===== src/rtl/mul_div_unit.sv =====
// Iterative unsigned MULTU/DIVU unit for the execute stage: one bit per cycle
// into HI/LO, which are read back combinationally through MFHI/MFLO.
module mul_div_unit #(
   parameter int         WIDTH = 32,
   parameter logic [5:0] MULTU = 6'b011001,
   parameter logic [5:0] DIVU  = 6'b011011,
   parameter logic [5:0] MFHI  = 6'b010000,
   parameter logic [5:0] MFLO  = 6'b010010
) (
   input  logic             clk,
   input  logic             reset,
   input  logic [WIDTH-1:0] dataA,
   input  logic [WIDTH-1:0] dataB,
   input  logic [5:0]       Signal,
   input  logic             start,
   output logic             busy,
   output logic             done,
   output logic [WIDTH-1:0] dataOut
);

   localparam int CW = $clog2(WIDTH);

   // Handshake: a request is taken on a rising edge where start=1, busy=0 and
   // Signal is MULTU or DIVU; done pulses for one cycle once HI/LO are written.
   typedef enum logic {IDLE = 1'b0, RUN = 1'b1} state_t;

   state_t             state;
   state_t             state_next;
   logic [CW-1:0]      count;
   logic               op_div;
   logic [WIDTH-1:0]   opnd;
   logic [WIDTH-1:0]   hi;
   logic [WIDTH-1:0]   lo;
   logic [2*WIDTH-1:0] acc;
   logic [2*WIDTH-1:0] acc_step;
   logic [WIDTH:0]     mul_sum;
   logic [WIDTH:0]     div_rem;
   logic [WIDTH:0]     div_diff;
   logic               accept;
   logic               last_iter;

   assign accept    = start && (state == IDLE) && ((Signal == MULTU) || (Signal == DIVU));
   assign last_iter = (state == RUN) && (count == CW'(WIDTH - 1));

   always_ff @(posedge clk or negedge reset) begin
      if (!reset) state <= IDLE;
      else        state <= state_next;
   end

   always_comb begin
      state_next = state;
      case (state)
         IDLE:    if (accept)    state_next = RUN;
         RUN:     if (last_iter) state_next = IDLE;
         default: state_next = IDLE;
      endcase
   end

   always_comb begin
      busy = (state == RUN);
   end

   // acc holds {partial product, multiplier} or {partial remainder, dividend/quotient}.
   always_comb begin
      mul_sum  = {1'b0, acc[2*WIDTH-1:WIDTH]} + (acc[0] ? {1'b0, opnd} : '0);
      div_rem  = {acc[2*WIDTH-1:WIDTH], acc[WIDTH-1]};
      div_diff = div_rem - {1'b0, opnd};
      if (op_div) begin
         if (div_rem >= {1'b0, opnd}) acc_step = {div_diff[WIDTH-1:0], acc[WIDTH-2:0], 1'b1};
         else                         acc_step = {div_rem[WIDTH-1:0], acc[WIDTH-2:0], 1'b0};
      end else begin
         acc_step = {mul_sum, acc[WIDTH-1:1]};
      end
   end

   always_ff @(posedge clk or negedge reset) begin
      if (!reset) begin
         done   <= 1'b0;
         count  <= '0;
         op_div <= 1'b0;
         opnd   <= '0;
         acc    <= '0;
         hi     <= '0;
         lo     <= '0;
      end else begin
         done <= last_iter;
         if (accept) begin
            op_div <= (Signal == DIVU);
            opnd   <= (Signal == DIVU) ? dataB : dataA;
            acc    <= {{WIDTH{1'b0}}, ((Signal == DIVU) ? dataA : dataB)};
            count  <= '0;
         end else if (state == RUN) begin
            acc   <= acc_step;
            count <= count + CW'(1);
            if (last_iter) begin
               hi <= acc_step[2*WIDTH-1:WIDTH];
               lo <= acc_step[WIDTH-1:0];
            end
         end
      end
   end

   always_comb begin
      case (Signal)
         MFHI:    dataOut = hi;
         MFLO:    dataOut = lo;
         default: dataOut = '0;
      endcase
   end

endmodule


===== config.mk =====
export PLATFORM = sky130hd
export DESIGN_NAME = mul_div_unit
export DESIGN_NICKNAME = d
export VERILOG_FILES = /design/src/rtl/mul_div_unit.sv
export SDC_FILE = /design/constraint.sdc
export NUM_CORES = 1
export LEC_CHECK = 0
export CAP_MARGIN = 20
export CORE_ASPECT_RATIO = 2
export CORE_MARGIN = 2
export CORE_UTILIZATION = 52
export CTS_CLUSTER_DIAMETER = 60
export DETAILED_ROUTE_END_ITERATION = 7
export PLACE_DENSITY = 0.81
export SYNTH_ARGS = -nofsm -noshare
export SYNTH_HDL_FRONTEND = slang
export SYNTH_SLANG_ARGS = --single-unit

===== constraint.sdc =====
create_clock -name clk -period 3.3 [get_ports clk]
set_clock_uncertainty 0.15 [all_clocks]
set_input_delay 0.99 -clock clk [delete_from_list [all_inputs] [get_ports clk]]
set_output_delay 0.99 -clock clk [all_outputs]
set_load 0.02 [all_outputs]

# After elaboration in Yosys (flattened, before gate mapping)
# Index checks and enable logic that the tools add are counted.
dict set report word_totals {
  input_bits 73
  regBits 168
  out_inout_bits 34
}
dict set report op_classes {
  reduce_logical 6
  order_cmp 1
  n_eq_ne 5
  add_sub_neg 3
  bitwise 2
  n_mux 13
}
# op count
set op_table {}
lappend op_table {{$mux W64} 4}
lappend op_table {{$mux W32} 3}
lappend op_table {{$pmux W32 S2} 1}
lappend op_table {{$add A32 B32 Y33} 1}
lappend op_table {{$ge A33 B32 Y1} 1}
lappend op_table {{$sub A32 B32 Y32} 1}
lappend op_table {{$eq A6 B5 Y1 const B} 4}
lappend op_table {{$mux W5} 2}
lappend op_table {{$add A5 B1 Y5 const B} 1}
lappend op_table {{$eq A5 B5 Y1 const B} 1}
lappend op_table {{$logic_and A1 B1 Y1} 3}
lappend op_table {{$reduce_and A3 Y1} 1}
lappend op_table {{$mux W1} 2}
lappend op_table {{$not A1 Y1} 2}
lappend op_table {{$pmux W1 S2} 1}
lappend op_table {{$reduce_bool A2 Y1} 1}
lappend op_table {{$logic_or A1 B1 Y1} 1}

# Depth between registers and ports, before layout
dict set report depth {
  ltp_word 5
  mapped_depth 15
  depth_no_buf 14
}

# Worst setup path after synthesis
# OpenSTA, ideal clock, no wires.
dict set report synth_path {
  kind {input-to-output}
  start {input port Signal[0]}
  end {output port dataOut[10]}
  cell_stages 4
  n_path_buf 1
  path_slack_ns -0.188
  t_required_ns 2.160
  arrival_ns 2.348
  path_cell_list {or3_1 nor3b_1 clkbuf_1 a22o_1}
}
dict set report synth_between {
  elab_chain_len 2
  word_cells_on_any_way 3
}
# element line_no
set synth_rtl {}
lappend synth_rtl {{start: declaration} 14} ;# input logic [5:0] Signal,
lappend synth_rtl {{$eq A6 B5 Y1} 104} ;# case (Signal)
lappend synth_rtl {{$pmux W32 S2 *} 104}
lappend synth_rtl {{end: declaration} 18} ;# output logic [WIDTH-1:0] dataOut
# Every way passes the cells marked *; elsewhere a longest branch is shown, timed or not.

# Worst setup path in the final report
dict set report layout_path {
  start {register acc[0]}
  end {register acc[60]}
}
dict set report layout_between {
  elab_chain_len 5
}
# element line_no
set layout_rtl {}
lappend layout_rtl {{start: declaration} 34} ;# logic [2*WIDTH-1:0] acc;
lappend layout_rtl {{start signal: assignment} 90} ;# acc <= {{WIDTH{1'b0}}, ((Signal == DIVU) ? dataA : dataB)};
lappend layout_rtl {{start signal: assignment} 93} ;# acc <= acc_step;
lappend layout_rtl {{$mux W32} 65} ;# mul_sum = {1'b0, acc[2*WIDTH-1:WIDTH]} + (acc[0] ? {1'b0, opnd} : '0);
lappend layout_rtl {{$add A32 B32 Y33} 65}
lappend layout_rtl {{$mux W64} 68} ;# if (op_div) begin
lappend layout_rtl {{$mux W64} 92} ;# end else if (state == RUN) begin
lappend layout_rtl {{$mux W64} 87} ;# if (accept) begin
# No other way between the ends. The select of a mux whose other input is x is not followed.
# A chain may end at the register's enable or synchronous reset.

==> results.cfg <==
[status]
status = finished with violations
violations = negative setup slack

[logic_synthesis]
synth_edf_count = 0
ys_ff_latch = 168
syn-mean-instance-area_sq_um = 8.37
syn_area_sq_um = 11600
synth_cell_types = 66
synth-seq-area-share_pct = 36.2
syn-num-nets = 1527
synthFlopType = dfrtp_1
yosys_warnings = 0
async_flop_share_pct = 100
synthCells = 1386

[route]
firstDrtPassIters = 8
drc_errors = 0
vias_per_cell = 6.62
ant_nets = 0
drt_iter0_drc = 1479
wl_per_cell_um = 23.4
vias = 12600
routed_wirelength_mm = 44.4

[sta]
tightest_slew_ps = 1170
min_period_ps = 3540
slew-limit-headroom_pct = 21.9
post-route-period-util_pct = 107
hold_violations = 0
drv_slew = 0
setup_viol = 48
max_freq_mhz = 282
rsz0062_at_grt = true
tns_ps = -7400
worst_slack_ps = -243

[clock_network]
cts_hold_buffers = 0
cts_tree = yes
htree_levels = 4
cts_buffers = 17
cts_sinks = 168
clockRootBuffer = clkbuf_16
clkSlewWorstSetupHoldPaths_ps = 70
clock_latency_ps = 460
clockBufferDepth = 2

[final_layout]
area_growth_pct = 36.5
stdcell_count = 1899
multi_input_area_sq_um = 7680
ff_latch_area_sq_um = 4210
fin_area_sq_um = 15800
drive_gt1_share_pct = 24.9
nets = 1751
fillers = 1460
n_antenna_cell = 0
fin_util_pct = 72.1

[critical_path]
cp_cell_sequence = buf_12 > and2_4 > ha_4 > a211o_4 > a211oi_4 > o21ai_4 > a21oi_4 > o211ai_1 > nand4_1 > nor2_1 > o31a_1 > a311oi_1 > buf_4 > o22ai_1
critPathLaunchType = flop
crit_cells = 14
r2r_cells = 14
max_stage_delay_ps = 460
critPathBufInv = 2
crit_required_ps = 3490
cp_top_family = compound AO/OA/AOI/OAI gates
timing.rr.start = acc[0]
arrival_ps = 3730
worstSetupEndpointType = flop
critical_path_class = reg2reg
crit_fanout = 9
startpoint = acc[0]
cp_slowest_cell = dfrtp_2

[global_routing]
grt-ovfl-total = 0
use_met2_pct = 58.6
grt_use_met1_pct = 40.0
grt_use_total_pct = 35.9
top_usage_layer = met2
antenna_found_initial = 1
grt_pass1_vias = 12200
grt_max_degree = 107
grt_pass1_wl_mm = 64.4
use_met3_pct = 7.98

[job]
drv_cap = 0

[power_and_ir_drop]
leakagePower_uw = 0.00702
ir_drop_uv = 518
total_power_uw = 17000
powerDensity_nw_per_um2 = 1070

[hold_path]
worst_hold_path_type = in2async

[place]
dpl_cell_area_sq_um = 14000
placedCellCount = 1839
port_buffers = 106
routabilityCongestion = 1.04
dp_hpwl_mm = 29.0

[floorplanning]
std_cell_rows = 77
core_sq_um = 22000
die_x_um = 110
io_pins = 107
die_y_um = 215
die_area_sq_um = 23600
start_util_pct = 52.8
synthesized netlist by cell type (all sizes together) (3+ instances only):
| cell type | instances | area share [%] |
|---|---|---|
| xor2 | 23 | 1.7 |
| mux2i | 37 | 3.2 |
| nor2 | 62 | 2.0 |
| nor3b | 3 | 0.24 |
| a21boi | 3 | 0.23 |
| dfrtp | 168 | 36 |
| buf | 19 | 0.96 |
| o21ai | 205 | 8.9 |
| a21oi | 75 | 3.3 |
| o31a | 3 | 0.23 |
| nand2 | 225 | 7.3 |
| o221ai | 64 | 4.8 |
| nor2b | 5 | 0.27 |
| nor3 | 10 | 0.43 |
| nand2b | 3 | 0.16 |
| o21a | 8 | 0.52 |
| o31ai | 10 | 0.69 |
| xnor2 | 30 | 2.3 |
| o32ai | 3 | 0.23 |
| o21bai | 6 | 0.39 |
| inv | 51 | 1.6 |
| o211ai | 12 | 0.82 |
| clkbuf | 75 | 2.4 |
| and3 | 12 | 0.66 |
| and2 | 33 | 1.8 |
| ha | 66 | 7.1 |
| nand4 | 13 | 0.70 |
| a22o | 33 | 2.5 |
| or3 | 5 | 0.27 |
| a31oi | 24 | 1.3 |
| nand3 | 17 | 0.73 |
| a21o | 25 | 1.6 |
| nor4 | 3 | 0.16 |
| a211oi | 18 | 1.3 |
| a221oi | 3 | 0.23 |
| o22ai | 12 | 0.65 |
placed cells by master, fill, tap and decap left out, types with 14 or more instances in the layout:
cell / instances
and2_4: 14
a31oi_1: 18
a21oi_1: 57
o221ai_1: 64
ha_4: 23
xnor2_1: 28
a21oi_2: 15
and2_1: 19
buf_6: 43
buf_4: 169
clkdlybuf4s50_1: 67
mux2i_1: 36
inv_1: 50
xor2_1: 22
a21o_1: 25
nor2_1: 55
o21ai_0: 175
clkbuf_16: 19
o21ai_1: 21
dfrtp_1: 165
nand3_1: 17
ha_1: 39
nand2_1: 219
a22o_1: 33
worst register-to-register path, cell delays in order, from the launching register on:
cell	delay (ps)
dfrtp_2	460
buf_12	160
and2_4	150
ha_4	220
a211o_4	360
a211oi_4	320
o21ai_4	120
a21oi_4	230
o211ai_1	160
nand4_1	160
nor2_1	60
o31a_1	290
a311oi_1	270
buf_4	210
o22ai_1	80
flip-flops by register name, indices dropped and copies added (netlist names):
name and count:
op_div 1, busy 1, done 1, count 5, lo 32, opnd 32, hi 32, acc 64
stage by stage:
step / hold WS [ps] / worst slack (ps)
3_5_place_dp: 322 / -942
3_3_place_gp: 312 / -898
6_report: 309 / -243
5_1_grt: 338 / -326
2_1_floorplan: 296 / -20.9
4_1_cts: 324 / -221
layout make-up:
type	instances	area share (%)
multi-input combinational	1073	48.5
sequential	168	26.6
timing repair buffer	299	17.7
clock buffer	19	2.86
tap	276	2.18
inverter	51	1.21
clock inverter	13	0.996
report_power, final:
part           switching, uW  leakage (uW)  internal [uW]
logic                   6260       0.00491           5220
clock network            952      0.000291           1170
registers                712       0.00182           2690
total                   7920       0.00702           9090
repair_timing:
action / CTS / global route
gates cloned: 3 / 2
pin swaps: 54 / 61
gates resized for setup: 262 / 126
setup endpoints to repair: 57 / 94
buffers inserted: 10 / 18
logic make-up after synthesis:
logic type / after synthesis / share of synthesized area (%)
AO/OA/AOI/OAI: 515 / 28.7
XOR/XNOR: 53 / 4.00
adder cells (fa/ha/maj): 68 / 7.46
buffers and inverters: 145 / 5.03
flip-flops: 168 / 36.2
multiplexers: 39 / 3.39
AND/OR/NAND/NOR: 398 / 15.2
path summary, 6_finish.rpt:
path | to | slack [ps]
max | acc[60] | -240
min | opnd[27] | 310
max reg2reg | acc[60] | -240
min reg2reg | lo[6] | 340
max in group asynchronous | acc[35] | 1990
min in group clk | lo[6] | 340
layer usage:
metal	wire length, um	up-vias
li1	-	5503
met3	3620	309
met5	10	-
met1	14900	5928
met4	4100	2
met2	21800	833
(Power assumes the default switching activity.)
